$ cat src/rtl/mem_stream_reader_if.sv
// Signal bundle for mem_stream_reader: command, memory read port, return stream, status.
// stall_cnt_o is present only when MEM_STREAM_READER_PERF_EN is defined.
interface mem_stream_reader_if #(
  parameter int DATA_W = 8,
  parameter int ADDR_W = 8,
  parameter int LEN_W  = 8
);
  logic [ADDR_W-1:0] cmd_addr_i;
  logic [LEN_W-1:0]  cmd_len_i;
  logic              cmd_vld_i;
  logic              cmd_rdy_o;
  logic [ADDR_W-1:0] mem_rd_addr_o;
  logic              mem_rd_vld_o;
  logic [DATA_W-1:0] mem_rd_data_i;
  logic              mem_rd_rdy_i;
  logic [DATA_W-1:0] dat_o;
  logic              dat_vld_o;
  logic              dat_last_o;
  logic              dat_rdy_i;
  logic              busy_o;
`ifdef MEM_STREAM_READER_PERF_EN
  logic [15:0]       stall_cnt_o;
`endif

  modport master (
    input  cmd_addr_i, cmd_len_i, cmd_vld_i,
    output cmd_rdy_o,
    output mem_rd_addr_o, mem_rd_vld_o,
    input  mem_rd_data_i, mem_rd_rdy_i,
    output dat_o, dat_vld_o, dat_last_o,
    input  dat_rdy_i,
    output busy_o
`ifdef MEM_STREAM_READER_PERF_EN
    , output stall_cnt_o
`endif
  );

  modport slave (
    output cmd_addr_i, cmd_len_i, cmd_vld_i,
    input  cmd_rdy_o,
    input  mem_rd_addr_o, mem_rd_vld_o,
    output mem_rd_data_i, mem_rd_rdy_i,
    input  dat_o, dat_vld_o, dat_last_o,
    output dat_rdy_i,
    input  busy_o
`ifdef MEM_STREAM_READER_PERF_EN
    , input stall_cnt_o
`endif
  );
endinterface

$ cat src/rtl/mem_stream_reader.sv
// Burst read initiator: sequential memory reads into a credit-limited FIFO, emitted as a stream.
// Optional stall counter enabled by MEM_STREAM_READER_PERF_EN.
module mem_stream_reader #(
  parameter int DATA_W     = 8,
  parameter int ADDR_W     = 8,
  parameter int LEN_W      = 8,
  parameter int FIFO_DEPTH = 4
) (
  input  logic                 clk,
  input  logic                 rst_n,
  mem_stream_reader_if.master  bus
);

  localparam int PTR_W = $clog2(FIFO_DEPTH);
  localparam int CNT_W = PTR_W + 1;

  typedef enum logic [1:0] {IDLE, RUN, DRAIN} state_t;

  state_t            r_state, w_state_nxt;
  logic [ADDR_W-1:0] r_rd_ptr;
  logic [LEN_W-1:0]  r_issue_rem;
  logic [LEN_W-1:0]  r_beat_len;
  logic [LEN_W-1:0]  r_out_cnt;
  logic [CNT_W-1:0]  r_reserved;
  logic [CNT_W-1:0]  r_fifo_cnt;
  logic [PTR_W-1:0]  r_wr_idx;
  logic [PTR_W-1:0]  r_rd_idx;
  logic [DATA_W-1:0] r_fifo [FIFO_DEPTH];
  logic              r_mem_vld;
  logic [ADDR_W-1:0] r_mem_addr;

  logic w_accept, w_issue, w_push, w_pop, w_vld, w_last, w_cmd_rdy, w_busy;

  assign w_vld  = (r_fifo_cnt != '0);
  assign w_last = w_vld && (r_out_cnt == r_beat_len);
  assign w_pop  = w_vld && bus.dat_rdy_i;
  // Returns arriving while idle belong to a burst cut short by reset.
  assign w_push = bus.mem_rd_rdy_i && (r_state != IDLE);

  always_ff @(posedge clk or negedge rst_n) begin
    if (!rst_n) r_state <= IDLE;
    else        r_state <= w_state_nxt;
  end

  always_comb begin
    w_state_nxt = r_state;
    w_cmd_rdy   = 1'b0;
    w_busy      = 1'b1;
    w_accept    = 1'b0;
    w_issue     = 1'b0;
    unique case (r_state)
      IDLE: begin
        w_cmd_rdy = 1'b1;
        w_busy    = 1'b0;
        if (bus.cmd_vld_i) begin
          w_accept    = 1'b1;
          w_state_nxt = RUN;
        end
      end
      RUN: begin
        if (r_reserved < CNT_W'(FIFO_DEPTH)) begin
          w_issue = 1'b1;
          if (r_issue_rem == '0) w_state_nxt = DRAIN;
        end
      end
      DRAIN: begin
        if (w_pop && w_last) w_state_nxt = IDLE;
      end
      default: w_state_nxt = IDLE;
    endcase
  end

  always_ff @(posedge clk or negedge rst_n) begin
    if (!rst_n) begin
      r_rd_ptr    <= '0;
      r_issue_rem <= '0;
      r_beat_len  <= '0;
      r_out_cnt   <= '0;
      r_reserved  <= '0;
      r_fifo_cnt  <= '0;
      r_wr_idx    <= '0;
      r_rd_idx    <= '0;
      r_mem_vld   <= 1'b0;
      r_mem_addr  <= '0;
    end else begin
      r_mem_vld <= w_issue;
      if (w_accept) begin
        r_rd_ptr    <= bus.cmd_addr_i;
        r_issue_rem <= bus.cmd_len_i;
        r_beat_len  <= bus.cmd_len_i;
      end
      if (w_issue) begin
        r_mem_addr  <= r_rd_ptr;
        r_rd_ptr    <= r_rd_ptr + ADDR_W'(1);
        r_issue_rem <= r_issue_rem - LEN_W'(1);
      end
      if (w_accept)   r_out_cnt <= '0;
      else if (w_pop) r_out_cnt <= r_out_cnt + LEN_W'(1);
      if (w_issue && !w_pop)      r_reserved <= r_reserved + CNT_W'(1);
      else if (!w_issue && w_pop) r_reserved <= r_reserved - CNT_W'(1);
      if (w_push && !w_pop)      r_fifo_cnt <= r_fifo_cnt + CNT_W'(1);
      else if (!w_push && w_pop) r_fifo_cnt <= r_fifo_cnt - CNT_W'(1);
      if (w_push) r_wr_idx <= r_wr_idx + PTR_W'(1);
      if (w_pop)  r_rd_idx <= r_rd_idx + PTR_W'(1);
    end
  end

  always_ff @(posedge clk) begin
    if (w_push) r_fifo[r_wr_idx] <= bus.mem_rd_data_i;
  end

  a_no_fifo_overflow: assert property (@(posedge clk) disable iff (!rst_n)
    !(w_push && (r_fifo_cnt == CNT_W'(FIFO_DEPTH))));

`ifdef MEM_STREAM_READER_PERF_EN
  logic [15:0] r_stall_cnt;

  always_ff @(posedge clk or negedge rst_n) begin
    if (!rst_n)                  r_stall_cnt <= '0;
    else if (w_accept)           r_stall_cnt <= '0;
    else if (w_vld && !bus.dat_rdy_i && (r_stall_cnt != '1))
                                 r_stall_cnt <= r_stall_cnt + 16'd1;
  end

  assign bus.stall_cnt_o = r_stall_cnt;
`endif

  assign bus.cmd_rdy_o     = w_cmd_rdy;
  assign bus.busy_o        = w_busy;
  assign bus.mem_rd_vld_o  = r_mem_vld;
  assign bus.mem_rd_addr_o = r_mem_addr;
  assign bus.dat_vld_o     = w_vld;
  assign bus.dat_o         = r_fifo[r_rd_idx];
  assign bus.dat_last_o    = w_last;

endmodule

$ cat src/flat_wrapper.sv
// flat-port wrapper written by rule: the top's interface ports become plain ports
module mem_stream_reader_flat 
#(
  parameter int DATA_W     = 8,
  parameter int ADDR_W     = 8,
  parameter int LEN_W      = 8,
  parameter int FIFO_DEPTH = 4
)
  (clk, rst_n, bus_cmd_addr_i, bus_cmd_len_i, bus_cmd_vld_i, bus_cmd_rdy_o, bus_mem_rd_addr_o, bus_mem_rd_vld_o, bus_mem_rd_data_i, bus_mem_rd_rdy_i, bus_dat_o, bus_dat_vld_o, bus_dat_last_o, bus_dat_rdy_i, bus_busy_o);
  mem_stream_reader_if #(.DATA_W(DATA_W), .ADDR_W(ADDR_W), .LEN_W(LEN_W)) bus_i ();
  input  logic clk;
  input  logic rst_n;
  input wire logic [$bits(bus_i.cmd_addr_i)-1:0] bus_cmd_addr_i;
  input wire logic [$bits(bus_i.cmd_len_i)-1:0] bus_cmd_len_i;
  input wire logic [$bits(bus_i.cmd_vld_i)-1:0] bus_cmd_vld_i;
  output wire logic [$bits(bus_i.cmd_rdy_o)-1:0] bus_cmd_rdy_o;
  output wire logic [$bits(bus_i.mem_rd_addr_o)-1:0] bus_mem_rd_addr_o;
  output wire logic [$bits(bus_i.mem_rd_vld_o)-1:0] bus_mem_rd_vld_o;
  input wire logic [$bits(bus_i.mem_rd_data_i)-1:0] bus_mem_rd_data_i;
  input wire logic [$bits(bus_i.mem_rd_rdy_i)-1:0] bus_mem_rd_rdy_i;
  output wire logic [$bits(bus_i.dat_o)-1:0] bus_dat_o;
  output wire logic [$bits(bus_i.dat_vld_o)-1:0] bus_dat_vld_o;
  output wire logic [$bits(bus_i.dat_last_o)-1:0] bus_dat_last_o;
  input wire logic [$bits(bus_i.dat_rdy_i)-1:0] bus_dat_rdy_i;
  output wire logic [$bits(bus_i.busy_o)-1:0] bus_busy_o;
  assign bus_i.cmd_addr_i = bus_cmd_addr_i;
  assign bus_i.cmd_len_i = bus_cmd_len_i;
  assign bus_i.cmd_vld_i = bus_cmd_vld_i;
  assign bus_cmd_rdy_o = bus_i.cmd_rdy_o;
  assign bus_mem_rd_addr_o = bus_i.mem_rd_addr_o;
  assign bus_mem_rd_vld_o = bus_i.mem_rd_vld_o;
  assign bus_i.mem_rd_data_i = bus_mem_rd_data_i;
  assign bus_i.mem_rd_rdy_i = bus_mem_rd_rdy_i;
  assign bus_dat_o = bus_i.dat_o;
  assign bus_dat_vld_o = bus_i.dat_vld_o;
  assign bus_dat_last_o = bus_i.dat_last_o;
  assign bus_i.dat_rdy_i = bus_dat_rdy_i;
  assign bus_busy_o = bus_i.busy_o;
  mem_stream_reader #(.DATA_W(DATA_W), .ADDR_W(ADDR_W), .LEN_W(LEN_W), .FIFO_DEPTH(FIFO_DEPTH)) u_core (.clk(clk), .rst_n(rst_n), .bus(bus_i));
endmodule
$ cat config.mk
export PLATFORM = sky130hd
export DESIGN_NAME = mem_stream_reader_flat
export DESIGN_NICKNAME = d
export VERILOG_FILES = /design/src/rtl/mem_stream_reader_if.sv /design/src/rtl/mem_stream_reader.sv /design/src/flat_wrapper.sv
export SDC_FILE = /design/constraint.sdc
export NUM_CORES = 1
export LEC_CHECK = 0
export ABC_AREA = 1
export ABC_CLOCK_PERIOD_IN_PS = 4600
export BUFFER_PORTS_ARGS = -buffer_cell sky130_fd_sc_hd__buf_2
export CAP_MARGIN = 15
export CORE_MARGIN = 3
export CORE_UTILIZATION = 62
export CTS_BUF_LIST = sky130_fd_sc_hd__clkbuf_16
export CTS_CLUSTER_SIZE = 30
export DETAILED_ROUTE_END_ITERATION = 8
export PLACE_DENSITY = 0.92
export SLEW_MARGIN = 20
export SYNTH_ARGS = -nofsm -noshare
export SYNTH_HDL_FRONTEND = slang
export SYNTH_SLANG_ARGS = --single-unit
$ cat constraint.sdc
create_clock -name clk -period 4.6 [get_ports clk]
set_clock_uncertainty 0.15 [all_clocks]
set_input_delay 0.46 -clock clk [delete_from_list [all_inputs] [get_ports clk]]
set_output_delay 0.46 -clock clk [all_outputs]
set_load 0.01 [all_outputs]
==> metrics, run 1 <==
Avg Synthesized Cell Area 9.506 sq um; cell family with most CP delay flip-flops; I/O Pins 50; min Tclk post-route 2.594 ns; Fin Setup TNS 0 ns; Synthesized Nets 456; die width 85.77 um; post-synthesis sequential area ratio 0.5798; Worst-Margin Slew 0.7762 ns; num rows 28; WS Path Type reg2out; Mapped Area 3945 sq um; Gates resized, CTS repair 0; dpl hpwl 5.861 mm; iteration-0 DRC count of the detailed router ~250; Area growth syn-to-layout 15.32%; critical-path maximum fanout 18; H-Tree Depth 3; final hold violations 0; Die Area 7356 sq um; max-cap viol count 0; slowest CP cell dfrtp_1; status complete, no violations; Crit. End Element output port; DRT Wirelength 9.181 mm; grt total ovfl 0; cells along the critical path inv_1 > o21ai_0 > o22ai_1 > buf_2; Final period util 0.5638; CP startpoint kind flip-flop; Final ANT Viol Nets 0; cts bufs inserted 9; area occupied by multi-input gates about 1400 sq um; final non-filler cell total around 550; max-slew violations 0; clock latency on the worst-skew pair 0.33 ns; Layout Nets 507; Pleak 2.110 nW; Fill cells 420; Die Y 85.77 um; sequential cell area 2287 sq um; wire per inst 16.82 um; DR DRC count 0; largest net degree at the start of global routing between 50 and 60; #FFs+latches synth 85; CTS tree built; Placer Congestion 0.8611; vias in the first global route approximately 3300; hold-fix buffers at CTS 0; GR Util All Layers 0.2706; Req. time, crit path roughly 4.0 ns; antenna cells 0; worst path arrival time 1.98 ns; Setup violations, final 0; Core Region between 6000 and 7000 sq um; CTS max path bufs 2; TritonCTS Sinks 85; cell count after synthesis 415; Ys Warns 0; max incr delay on CP 0.67 ns; Port Buffers just under 50; first-pass GRT wire length 15.28 mm; buffer count from post-CTS setup fixing 0; Via density 5.905; share of cells above drive strength 1 0.1571; 1st-pass router iterations 5; initial antenna violation count 0; PD cells 722.8 nW/um^2; Peak VDD IR 0.4554 mV; Max-slew headroom 0.4806; Yosys cell types 28; DR vias 3224; placed instance count 530; FMAX 385.6 MHz; CTS Root Cell clkbuf_16; Initial Utilization 0.6547; HP Class in2async; crit path buf inv count 2; clock-pin slew on the worst setup and hold paths approximately 0.060 ns; RSZ-0062 raised after global routing no
==> worst register-to-register path: stages, from the launching register on <==
cell     delay [ns]
dfrtp_1        0.44
nor3_4         0.64
ha_1           0.29
inv_1          0.08
fa_1           0.39
a21oi_1        0.15
o21ai_0        0.11
xor2_1         0.15
==> power breakdown <==
group          total (W)  internal [W]  switching, W
registers        0.00128       0.00106      0.000221
logic            0.00124      0.000447      0.000793
clock network   0.000763      0.000473      0.000290
==> through the flow <==
stage	setup slack (ns)	util	hold slack, ns	instance area (sq um)	power [W]
floorplan	2.332	-	0.01441	3945	0.002118
global placement	2.255	0.7025	0.2996	4233	0.002387
detailed placement	2.188	0.7025	0.3049	4233	0.002481
CTS	1.967	0.7550	0.1211	4549	0.003276
global route	1.805	0.7550	0.1466	4549	0.003524
finish	2.006	0.7550	0.08600	4549	0.003288
==> layer usage <==
layer | vias up | global-route usage | share of wire
met2 | 154 | 0.4626 | 0.51
li1 | 1477 | - | -
met4 | 0 | 0.1453 | 0.042
met1 | 1550 | 0.3290 | 0.38
met5 | - | 0 | 0
met3 | 43 | 0.04419 | 0.061
==> flip-flops by register name, summed over array words and instances (netlist names) <==
register / cells
u_core.r_rd_ptr: 8
u_core.r_wr_idx: 2
u_core.r_fifo: 32
u_core.r_state: 2
u_core.r_rd_idx: 2
u_core.r_reserved: 3
u_core.r_out_cnt: 8
u_core.r_fifo_cnt: 3
u_core.bus.mem_rd_vld_o: 1
u_core.r_beat_len: 8
u_core.r_issue_rem: 8
u_core.bus.mem_rd_addr_o: 8
==> synth_stat cells <==
master	n	share of area
nand2_1	85	0.081
dfrtp_1	53	0.34
inv_1	51	0.049
o21ai_0	46	0.058
nor2_1	44	0.042
edfxtp_1	32	0.24
nand3_1	20	0.025
o22ai_1	11	0.017
ha_1	10	0.032
nand4_1	9	0.014
xnor2_1	9	0.020
a21oi_1	7	0.0089
buf_2	5	0.0063
xor2_1	5	0.011
inv_2	3	0.0029
nand2_2	3	0.0048
nor3_1	3	0.0038
o211ai_1	3	0.0057
a31oi_1	2	0.0032
buf_4	2	0.0038
clkbuf_1	2	0.0019
fa_1	2	0.010
mux2_2	2	0.0057
o21ai_1	2	0.0025
buf_6	1	0.0029
nor3_4	1	0.0041
o21a_1	1	0.0019
o221ai_1	1	0.0022
==> placed cells by master (no fill, tap or decap), types with 10 or more instances in the layout <==
cell      instances
nor2_1           44
nand2_1          85
o22ai_1          11
dfrtp_1          53
ha_1             10
inv_1            52
nand3_1          20
edfxtp_1         32
buf_2            49
o21ai_0          46
==> final timing paths <==
kind / slack [ns] / cells after the start / to / from
min in group clk: 0.20 / 1 / u_core.r_fifo[2][1]$_DFFE_PP_ / bus_mem_rd_data_i[1]
min reg2reg: 0.33 / 2 / u_core.bus.mem_rd_addr_o[2]$_DFFE_PN0N_ / u_core.bus.mem_rd_addr_o[2]$_DFFE_PN0N_
max in group asynchronous: 3.75 / 2 / u_core.r_out_cnt[2]$_DFFE_PN0P_ / rst_n
min: 0.09 / 2 / u_core.bus.mem_rd_addr_o[4]$_DFFE_PN0N_ / rst_n
max reg2reg: 2.08 / 7 / u_core.r_reserved[2]$_DFFE_PN0P_ / u_core.r_state[1]$_DFFE_PN0P_
max: 2.01 / 4 / bus_dat_o[5] / u_core.r_rd_idx[0]$_DFFE_PN0P_
==> cells by family after synthesis <==
group,count (synthesis),synth area share
flip-flops,85,0.5798
AND/OR/NAND/NOR,165,0.1751
AO/OA/AOI/OAI,73,0.1002
multiplexers,2,0.005708
buffers and inverters,64,0.06628
XOR/XNOR,14,0.03108
adder cells (fa/ha/maj),12,0.04187
==> layout make-up <==
| type | instances | area share |
|---|---|---|
| clock inverter | 7 | 0.02008 |
| clock buffer | 9 | 0.04950 |
| timing repair buffer | 50 | 0.05556 |
| inverter | 54 | 0.04455 |
| tap | 75 | 0.02063 |
| multi-input combinational | 266 | 0.3069 |
| sequential | 85 | 0.5027 |
No activity file was read; power rests on OpenSTA's default activity.
==> run 2: changes to the inputs <==
- ABC_CLOCK_PERIOD_IN_PS: 4600 -> 2700
- CORE_UTILIZATION: 62 -> 57
- PLACE_DENSITY: 0.92 -> 0.86
- clock period: 4.6 -> 2.7 ns (I/O delays scaled with it)
==> metrics, run 2 (same netlist as run 1, synthesis figures left out) <==
HP Class in2reg; max-slew violations 0; wire per inst ~15 um; WS Path Type reg2reg; Gates resized, CTS repair 0; Port Buffers 49; TritonCTS Sinks 85; Die Y between 80 and 90 um; Worst Reg2Reg Path Length in Cells 8; initial antenna violation count 0; Crit. End Element flip-flop; Placer Congestion 0.8955; PD cells 1190 nW/um^2; Peak VDD IR about 0.84 mV; largest net degree at the start of global routing 47; min Tclk post-route 2.277 ns; Core Region 6531 sq um; Setup crit end u_core.r_fifo_cnt[1]$_DFFE_PN0P_; Fin Setup TNS 0 ns; worst path arrival time 2.36 ns; Die Area approximately 8000 sq um; Via density 5.410; grt total ovfl 0; clock latency on the worst-skew pair 0.34 ns; 1st-pass router iterations 5; post-layout util 0.7287; CP startpoint kind flip-flop; CTS Root Cell clkbuf_16; cells along the critical path nor2_1 > inv_1 > nand2_1 > inv_1 > ha_1 > inv_1 > fa_1 > mux2_2; CTS tree built; first-pass GRT wire length 14.18 mm; Area growth syn-to-layout 20.65%; dpl hpwl 5.916 mm; slowest CP cell dfrtp_1; I/O Pins 50; FMAX around 440 MHz; Post-Place Cell Area 4288 sq um; cts bufs inserted 9; H-Tree Depth 3; GR Util All Layers 0.2411; vias in the first global route 3052; max-cap viol count 0; most frequent cells in the layout nand2_1 (85), dfrtp_1 (53), inv_1 (51); share of cells above drive strength 1 0.1690; Final period util 0.8434; most common cell after layout, fill and taps aside nand2_1; max reg flops 32; sequential cell area between 2000 and 2500 sq um; Critical R2R Launch u_core.r_state[1]$_DFFE_PN0P_; Fill cells 470; status complete, no violations; FF-to-FF End u_core.r_fifo_cnt[1]$_DFFE_PN0P_; num rows 29; CP startpoint u_core.r_state[1]$_DFFE_PN0P_; antenna cells 0; Req. time, crit path around 2.8 ns; fin area 4760 sq um; worst hold slack 0.01971 ns; Worst-Margin Slew ~0.61 ns; clock-pin slew on the worst setup and hold paths approximately 0.06 ns; CTS max path bufs 2; Biggest register u_core.r_fifo; DR DRC count 0; total power draw 0.005666 W; Initial Utilization 0.6040; critical-path maximum fanout 6; iteration-0 DRC count of the detailed router approximately 190; Top cell by count, worst path inv_1; DR vias 3073; RSZ-0062 raised after global routing no; final hold violations 0; max incr delay on CP ~0.46 ns; Layout Nets about 530; Setup violations, final 0; area occupied by multi-input gates 1396 sq um; Max-slew headroom 0.5915; DRT Wirelength 8.604 mm; reg2reg setup slack 0.42 ns; Pleak 2.200 nW; Final ANT Viol Nets 0; die width 89.20 um
[run 2: timing repair]
item | CTS | global route
hold buffers | 12 | 0
hold endpoints to repair | 80 | 0
buffers inserted | 0 | 0
[run 2: layout make-up]
type,count,area share
clock buffers,9,0.04732
well taps,77,0.02024
clock inverters,7,0.02234
inverters,54,0.04259
flip-flops and latches,85,0.4805
multi-input cells,266,0.2934
repair buffers,70,0.09359
[run 2: per-layer routing]
layer | track usage | routed length (um) | part of all wire
met5 | 0 | 0 | 0
met4 | 0.1042 | 212 | 0.025
met3 | 0.07005 | 506 | 0.059
met2 | 0.4139 | 4442 | 0.52
met1 | 0.2814 | 3443 | 0.40
[run 2: power by group]
group          total, W  switching, W  internal, W  leakage (nW)
combinational   0.00216       0.00134     0.000819          1.11
sequential      0.00216      0.000345      0.00181         0.937
clock           0.00135      0.000523     0.000824         0.156
[run 2: worst min-delay path by stage]
stage                                            startpoint                                 endpoint  depth (start not counted)
floorplan                                             rst_n  u_core.bus.mem_rd_addr_o[0]$_DFFE_PN0N_                          0
global placement    u_core.bus.mem_rd_addr_o[7]$_DFFE_PN0N_  u_core.bus.mem_rd_addr_o[7]$_DFFE_PN0N_                          2
detailed placement  u_core.bus.mem_rd_addr_o[6]$_DFFE_PN0N_  u_core.bus.mem_rd_addr_o[6]$_DFFE_PN0N_                          2
CTS                                        bus_cmd_len_i[6]         u_core.r_beat_len[6]$_DFFE_PN0P_                          3
global route                              bus_cmd_addr_i[4]           u_core.r_rd_ptr[4]$_DFFE_PN0P_                          3
finish                                     bus_cmd_len_i[5]         u_core.r_beat_len[5]$_DFFE_PN0P_                          3
[run 2: metrics by stage]
| step | setup slack, ns | std cells |
|---|---|---|
| floorplan | 0.4323 | 415 |
| global placement | 0.5531 | 539 |
| detailed placement | 0.4709 | 539 |
| CTS | 0.4303 | 567 |
| global route | 0.2887 | 568 |
| finish | 0.4229 | 568 |
[run 2: worst max-delay path, delay by kind of cell (launching register included)]
| kind | cells | cell delay, ns |
|---|---|---|
| adders and majority gates | 2 | 0.59 |
| buffers and inverters | 3 | 0.27 |
| DFF | 1 | 0.46 |
| muxes | 1 | 0.27 |
| and+or+nand+nor | 2 | 0.41 |
